$ cat src/rtl/sequence_encode_pkg.sv
// Shared ISO/IEC 14443A definitions: PICC bit-sequence encoding and the
// default 106 kbit/s timing constants used by both transmit and receive paths.
package ISO14443A_pkg;

    typedef enum logic [1:0] {
        PICCBitSequence_D = 2'd0,
        PICCBitSequence_E = 2'd1,
        PICCBitSequence_F = 2'd2
    } PICCBitSequence;

    localparam int ISO14443A_BIT_CLKS       = 128;
    localparam int ISO14443A_SUBCARRIER_DIV = 16;

    typedef enum logic {
        ENC_IDLE = 1'b0,
        ENC_RUN  = 1'b1
    } enc_state_e;

endpackage

$ cat src/rtl/sequence_encode_buffer.sv
// One-entry holding register that lets the next PICC sequence be queued
// while the current bit is still being transmitted.
module sequence_encode_buffer (
    input  logic       clk,
    input  logic       rst,
    input  logic       load_i,
    input  logic       pop_i,
    input  logic [1:0] seq_i,
    output logic [1:0] nxt_seq_o,
    output logic       nxt_valid_o
);

    logic [1:0] nxt_seq_q;
    logic       nxt_valid_q;

    // load and pop are mutually exclusive: load needs an empty entry, pop a full one.
    always_ff @(posedge clk) begin
        if (rst) begin
            nxt_seq_q   <= 2'd2;
            nxt_valid_q <= 1'b0;
        end else if (load_i) begin
            nxt_seq_q   <= seq_i;
            nxt_valid_q <= 1'b1;
        end else if (pop_i) begin
            nxt_valid_q <= 1'b0;
        end
    end

    assign nxt_seq_o   = nxt_seq_q;
    assign nxt_valid_o = nxt_valid_q;

endmodule

$ cat src/rtl/sequence_encode.sv
// ISO/IEC 14443A PICC->PCD sequence encoder (D/E/F -> load modulation).
// Define SEQUENCE_ENCODE_SUBCARRIER_EN to put the fc/16 subcarrier on lm_out;
// otherwise lm_out is the modulation envelope only.
// Handshake: a sequence transfers on any rising edge with seq_valid && seq_ready;
// the source holds seq/seq_valid stable until then.
module sequence_encode
    import ISO14443A_pkg::*;
#(
    parameter int BIT_CLKS       = ISO14443A_BIT_CLKS,
    parameter int SUBCARRIER_DIV = ISO14443A_SUBCARRIER_DIV
) (
    input  logic       clk,
    input  logic       rst,
    input  logic [1:0] seq,
    input  logic       seq_valid,
    output logic       seq_ready,
    output logic       lm_out,
    output logic       seq_done,
    output logic       idle,
    output logic       dbg_state_o
);

    localparam int CW = ($clog2(BIT_CLKS) > $clog2(SUBCARRIER_DIV)) ?
                        $clog2(BIT_CLKS) : $clog2(SUBCARRIER_DIV);
    localparam logic [CW-1:0] LAST = CW'(BIT_CLKS - 1);
    localparam logic [CW-1:0] HALF = CW'(BIT_CLKS / 2);

    enc_state_e    state_q;
    logic [CW-1:0] cnt_q;
    logic [1:0]    cur_seq_q;
    logic          lm_q;
    logic          lm_d;

    logic [1:0] nxt_seq;
    logic       nxt_valid;
    logic       accept;
    logic       bit_end;
    logic       modulated;

    assign seq_ready = !nxt_valid;
    assign accept    = seq_valid && seq_ready;
    assign bit_end   = (state_q == ENC_RUN) && (cnt_q == LAST);

    sequence_encode_buffer u_buffer (
        .clk         (clk),
        .rst         (rst),
        .load_i      (accept && (state_q == ENC_RUN) && (cnt_q != LAST)),
        .pop_i       (bit_end && nxt_valid),
        .seq_i       (seq),
        .nxt_seq_o   (nxt_seq),
        .nxt_valid_o (nxt_valid)
    );

    // Illegal encodings fall through as unmodulated, i.e. sent as F.
    assign modulated = ((cur_seq_q == PICCBitSequence_D) && (cnt_q <  HALF)) ||
                       ((cur_seq_q == PICCBitSequence_E) && (cnt_q >= HALF));

`ifdef SEQUENCE_ENCODE_SUBCARRIER_EN
    localparam int SC_BIT = $clog2(SUBCARRIER_DIV) - 1;
    logic sc;
    assign sc   = ~cnt_q[SC_BIT];
    assign lm_d = (state_q == ENC_RUN) && modulated && sc;
`else
    assign lm_d = (state_q == ENC_RUN) && modulated;
`endif

    always_ff @(posedge clk) begin
        if (rst) begin
            state_q   <= ENC_IDLE;
            cnt_q     <= '0;
            cur_seq_q <= PICCBitSequence_F;
            lm_q      <= 1'b0;
        end else begin
            lm_q <= lm_d;
            case (state_q)
                ENC_IDLE: begin
                    if (accept) begin
                        cur_seq_q <= seq;
                        cnt_q     <= '0;
                        state_q   <= ENC_RUN;
                    end
                end
                ENC_RUN: begin
                    if (cnt_q == LAST) begin
                        // Buffered sequence first, then a same-cycle accept, so bits stay contiguous.
                        cnt_q <= '0;
                        if (nxt_valid) begin
                            cur_seq_q <= nxt_seq;
                        end else if (accept) begin
                            cur_seq_q <= seq;
                        end else begin
                            state_q <= ENC_IDLE;
                        end
                    end else begin
                        cnt_q <= cnt_q + 1'b1;
                    end
                end
                default: state_q <= ENC_IDLE;
            endcase
        end
    end

    assign lm_out      = lm_q;
    assign seq_done    = bit_end;
    assign idle        = (state_q == ENC_IDLE) && !nxt_valid;
    assign dbg_state_o = state_q;

endmodule

$ cat config.mk
export PLATFORM = sky130hd
export DESIGN_NAME = sequence_encode
export DESIGN_NICKNAME = d
export VERILOG_FILES = /design/src/rtl/sequence_encode_pkg.sv /design/src/rtl/sequence_encode_buffer.sv /design/src/rtl/sequence_encode.sv
export SDC_FILE = /design/constraint.sdc
export NUM_CORES = 1
export LEC_CHECK = 0
export CORE_MARGIN = 2
export CORE_UTILIZATION = 40
export DETAILED_ROUTE_END_ITERATION = 10
export GPL_TIMING_DRIVEN = 0
export PLACE_DENSITY = 0.58
export SYNTH_ARGS = -nofsm -noshare
export SYNTH_HDL_FRONTEND = slang
export SYNTH_HIERARCHICAL = 1
export SYNTH_SLANG_ARGS = --single-unit
$ cat constraint.sdc
create_clock -name clk -period 1.99 [get_ports clk]
set_input_delay 0.199 -clock clk [delete_from_list [all_inputs] [get_ports clk]]
set_output_delay 0.199 -clock clk [all_outputs]
set_load 0.1 [all_outputs]
---- After elaboration in Yosys (flattened, before gate mapping) ----
Index checks and enable logic that the tools add are counted.
word-level totals
  register bits ........................... 14
  input port bits ......................... 5
  logic and storage cells ................. 41
cells by class
  add/subtract/negate cells ............... 1
  order comparisons ....................... 2
  equality and inequality tests ........... 5
  multiplexer cells ....................... 13
  bitwise operators ....................... 1
  reduce and logical (&&, ||, !) cells .... 13
operators with widths
  cell                   count
  $mux W7                2
  $pmux W7 S2            1
  $logic_and A1 B1 Y1    9
  $add A7 B1 Y7 const B  1
  $eq A7 B7 Y1 const B   1
  $ge A7 B7 Y1 const B   1
  $lt A7 B7 Y1 const B   1
  $ne A7 B7 Y1 const B   1
  $mux W2                3
  $mux W1                5
  $pmux W2 S2            1
  $eq A2 B1 Y1 const B   1
  $logic_not A2 Y1       1
  $ne A2 B1 Y1 const B   1
  $ne A2 B2 Y1 const B   1
  $pmux W1 S2            1
  $reduce_bool A2 Y1     1
  $logic_not A1 Y1       1
  $logic_or A1 B1 Y1     1
  $not A1 Y1             1

---- Logic depth before layout (Yosys ltp) ----
  depth in word-level cells ............... 6
  depth in mapped cells ................... 6
  mapped depth without buffers ............ 6

---- Cells and area by module ----
The synthesis kept the hierarchy.
modules (own cells, without submodules)
  module                  instances  cells an instance  area each (um2)
  sequence_encode         1          69                 611.8
  sequence_encode_buffer  1          10                 103.8

---- Worst setup path before layout ----
No wires, ideal clock.
  kind .................................... flip-flop to output port
  from .................................... register state_q (netlist: dbg_state_o)
  to ...................................... output seq_done
  data arrival time ....................... 3.387 ns
  data required time ...................... 1.791 ns
  setup slack ............................. -1.596 ns
  stages on the path, launching flop included .. 3
  buffers on the path ..................... 0
  cells stage by stage .................... dfxtp_1 -> inv_2 -> nor3_1
between the ends
  cells in the longest elaborated chain, start to end .. 1
RTL lines
  what                      line                   RTL
  start: declaration        sequence_encode.sv:28  enc_state_e state_q;
  start signal: assignment  sequence_encode.sv:69  state_q <= ENC_IDLE;
  start signal: assignment  sequence_encode.sv:80  state_q <= ENC_RUN;
  start signal: assignment  sequence_encode.sv:92  state_q <= ENC_IDLE;
  $logic_and A1 B1 Y1       sequence_encode.sv:42  assign bit_end = (state_q == ENC_RUN) && (cnt_q == LAST);
  end: declaration          sequence_encode.sv:18  output logic seq_done,
Every way passes these cells.

---- Worst setup path in the final report ----
  from .................................... register lm_q (netlist: lm_out)
  to ...................................... output lm_out
RTL lines
  what                      line                   RTL
  start: declaration        sequence_encode.sv:31  logic lm_q;
  start signal: assignment  sequence_encode.sv:74  lm_q <= lm_d;
  end: declaration          sequence_encode.sv:17  output logic lm_out,
No word-level cell between the ends.

==> impl_results.md <==
- Status: finished clean
- Num CTS Buffers: 3
- GP Congestion: approximately 0.77
- Gate Count Post-Synth: 79
- Worst-skew pair later-pin latency: approximately 0.28 ns
- Achievable clock frequency: about 0.52 GHz
- Capturing element type of the critical path: primary output
- Hold depth: 1
- Yosys top cell by area: dfxtp_1
- Cell with the most instances after synthesis: dfxtp_1
- Post-synth top cells: 14 x dfxtp_1, 8 x a21oi_1, 8 x nor2_1, 5 x nand2_1
- DR WL/cell: 13.5 um
- Clk_skew: between 0.009 and 0.01 ns
- Post-Synth XOR/XNOR Area: 1.22%
- # hold bufs at CTS: 0
- Slowest stage delay, CP: roughly 1.1 ns
- Main combinational cell family by area after synthesis: compound AO/OA/AOI/OAI gates
- Yosys reg bits: 14
- Setup crit start kind: register
- Slowest CP cell: clkdlybuf4s50_1
- Final hold violation count: 0
- Post-Synth Adder-Cell Area: roughly 1.7%
- Met3 wire len: 55 um
- Drt pass-1 iters: 4
- RSZ-0062 raised after global routing: false
- Vias: approximately 630
- Starting DRT DRC Count: 12
- Final #Nets: 99
- Crit path cell chain: clkdlybuf4s50_1
- Routed WL: approximately 1600 um
- Setup-failing EPs final: 0
- Seq/Total Area, Yosys: roughly two fifths
- Hold Path Class: reg2reg
- TNS Setup: 0 ns
- DR vias/cell: roughly 5.4
- Antenna violations before repair: 0
- Post-synthesis compound-gate area fraction: between 20% and 30%
- Global-route usage over all layers: between 10% and 20%
- Post-synthesis area per instance: 9.06 um^2
- Hpwl dp: 1140 um
- Max transition margin: 35.7%
- Largest net degree at the start of global routing: 11
- Slew Viols, Final: 0
- Hold endpoint: lm_out
- Peak supply drop: around 0.36 mV
- Clock root buffer: clkbuf_4
- Routed wl met2: slightly below 800 um
- PortBufs: 9
- Grt total ovfl: 0
- Layout cells sized above 1: between 20% and 30%
- Post-CTS sizing: 9
- Syn. warnings: 6
- Critical R2R Launch: cnt_q[0]
- CTS tree: done
- Min-delay src: cur_seq_q[1]
- Synth unique cells: 35
- Initial cell density of the core: 41.9%
- Largest cells by area after synthesis: dfxtp_1 39%, a21oi_1 5.6%, nor2_1 4.2%
- Post-synthesis simple-gate area fraction: approximately 26%
- DRC violations left: 0
- Post-route cell area: 878 um^2
- Vias in the first global route: 555
- Buffers and inverters on the worst path: 1
- Area of the mapped netlist: roughly 720 um^2
- Htree depth: 1
- Worst reg2reg path depth: 5
- Die Area: between 2000 and 2500 um^2
- CTS sink cnt: 14
- Worst path top cell family by delay: buffers and inverters
- Buffer depth of the longest clock path: 2
- Post-CTS Setup Bufs: 0
- R2R Path End: u_buffer/nxt_seq_o[1]
- Met1 WL: 739 um
- Worst EP required: ~1.8 ns
- Asr flop ratio synth: 0%
- Final ANT Viol Nets: 0
- Number of flops mapped to enable cells by yosys: 0
- Top routing layer in use: met4
- Top FF cell, synth: dfxtp_1
- Die height: 46.3 um
- R2r setup slk: approximately 0.37 ns
- Clock edge transition at the registers on the reported setup and hold paths: about 0.090 ns
- First-pass GRT wire length: between 2000 and 2500 um
- Mux share of post-synthesis cell area: under 10%
- PwrDens: 752 nW/um^2
- Placed inst area: around 850 um^2
- Row cnt: 15
- Diodes inserted: 0
- Share of the synthesized area in the top cell type: between 30% and 40%
- Critical Path AT: about 1.7 ns
- Minimum clock period: 1.91 ns
- Core area: roughly 1700 um^2
- Syn Nets: 85
- Final period util: a little over nine tenths
- Worst-path fanout max: 1
- Num ports: 10
- Worst Setup Path Type: reg2out
- Layout overhead on the synthesized area: 22.7%
- Max cap viols: 0
- Die width: between 40 and 50 um
- Slew @ Worst Pin: slightly below 1 ns
- P_leak: 0.313 nW
## metrics by stage
step | std cells | hold WS, ns | worst slack [ns] | utilization (%) | power (W)
2_1_floorplan | 79 | 0.268 | 0.0479 | - | 0.000421
3_3_place_gp | 113 | 0.441 | -0.348 | 49.9 | 0.000460
3_5_place_dp | 113 | 0.451 | -0.339 | 49.9 | 0.000461
4_1_cts | 117 | 0.465 | 0.00359 | 51.6 | 0.000668
5_1_grt | 117 | 0.495 | 0.0383 | 51.4 | 0.000689
6_report | 117 | 0.461 | 0.0818 | 51.4 | 0.000661
## report_power, final
part | switching [W] | leakage, nW | internal, W
Sequential | 0.0000142 | 0.114 | 0.000294
Combinational | 0.0000994 | 0.178 | 0.0000414
Clock | 0.000100 | 0.0210 | 0.000111
Total | 0.000214 | 0.313 | 0.000447
## per-layer routing
layer,global-route usage [%],vias to the layer above
li1,-,320
met1,20.1,294
met3,3.53,2
met5,0,-
met2,27.2,12
met4,6.86,0
## flip-flops by register name (all words and copies together), names as in the netlist
register              cells
cur_seq_q                 2
dbg_state_o               1
lm_out                    1
cnt_q                     7
u_buffer/nxt_valid_o      1
u_buffer/nxt_seq_o        2
## cell families (layout without fill, tap and decap cells)
group,after synthesis,in the layout
flip-flops,14,14
XOR/XNOR,1,1
adder cells (fa/ha/maj),1,1
AO/OA/AOI/OAI,24,24
buffers and inverters,7,20
AND/OR/NAND/NOR,31,31
multiplexers,1,1
## final cells by class
class,instances,area [um^2]
flip-flops and latches,14,282
inverters,5,18.8
well taps,25,31.3
clock buffers,4,36.3
fillers,173,830
multi-input cells,58,420
plain buffers,2,10.0
repair buffers,9,80.1
## cells in the final DEF (no fill, tap or decap), types with 2 or more instances in the layout
cell type,netlist,layout
dfxtp_1,14,13
a21oi_1,8,8
nor2_1,8,7
nand2_1,5,5
clkdlybuf4s50_1,0,5
clkbuf_4,0,4
inv_1,3,3
nor2b_1,3,3
o21ai_0,3,3
nand3_1,3,3
inv_2,2,2
buf_2,2,2
nor4_1,2,2
a311oi_1,2,2
nand2b_1,2,2
dlygate4sd2_1,0,2
## how the worst max path moves through the flow
stage	start	end	slack, ns	depth (start not counted)
CTS	dbg_state_o	idle	0.004	3
global route	lm_out	lm_out	0.04	1
finish	lm_out	lm_out	0.08	1
detailed placement	cnt_q[0]	seq_done	-0.34	4
global placement	cnt_q[0]	seq_done	-0.35	4
floorplan	dbg_state_o	seq_done	0.05	2
No activity file was read; power rests on OpenSTA's default activity.
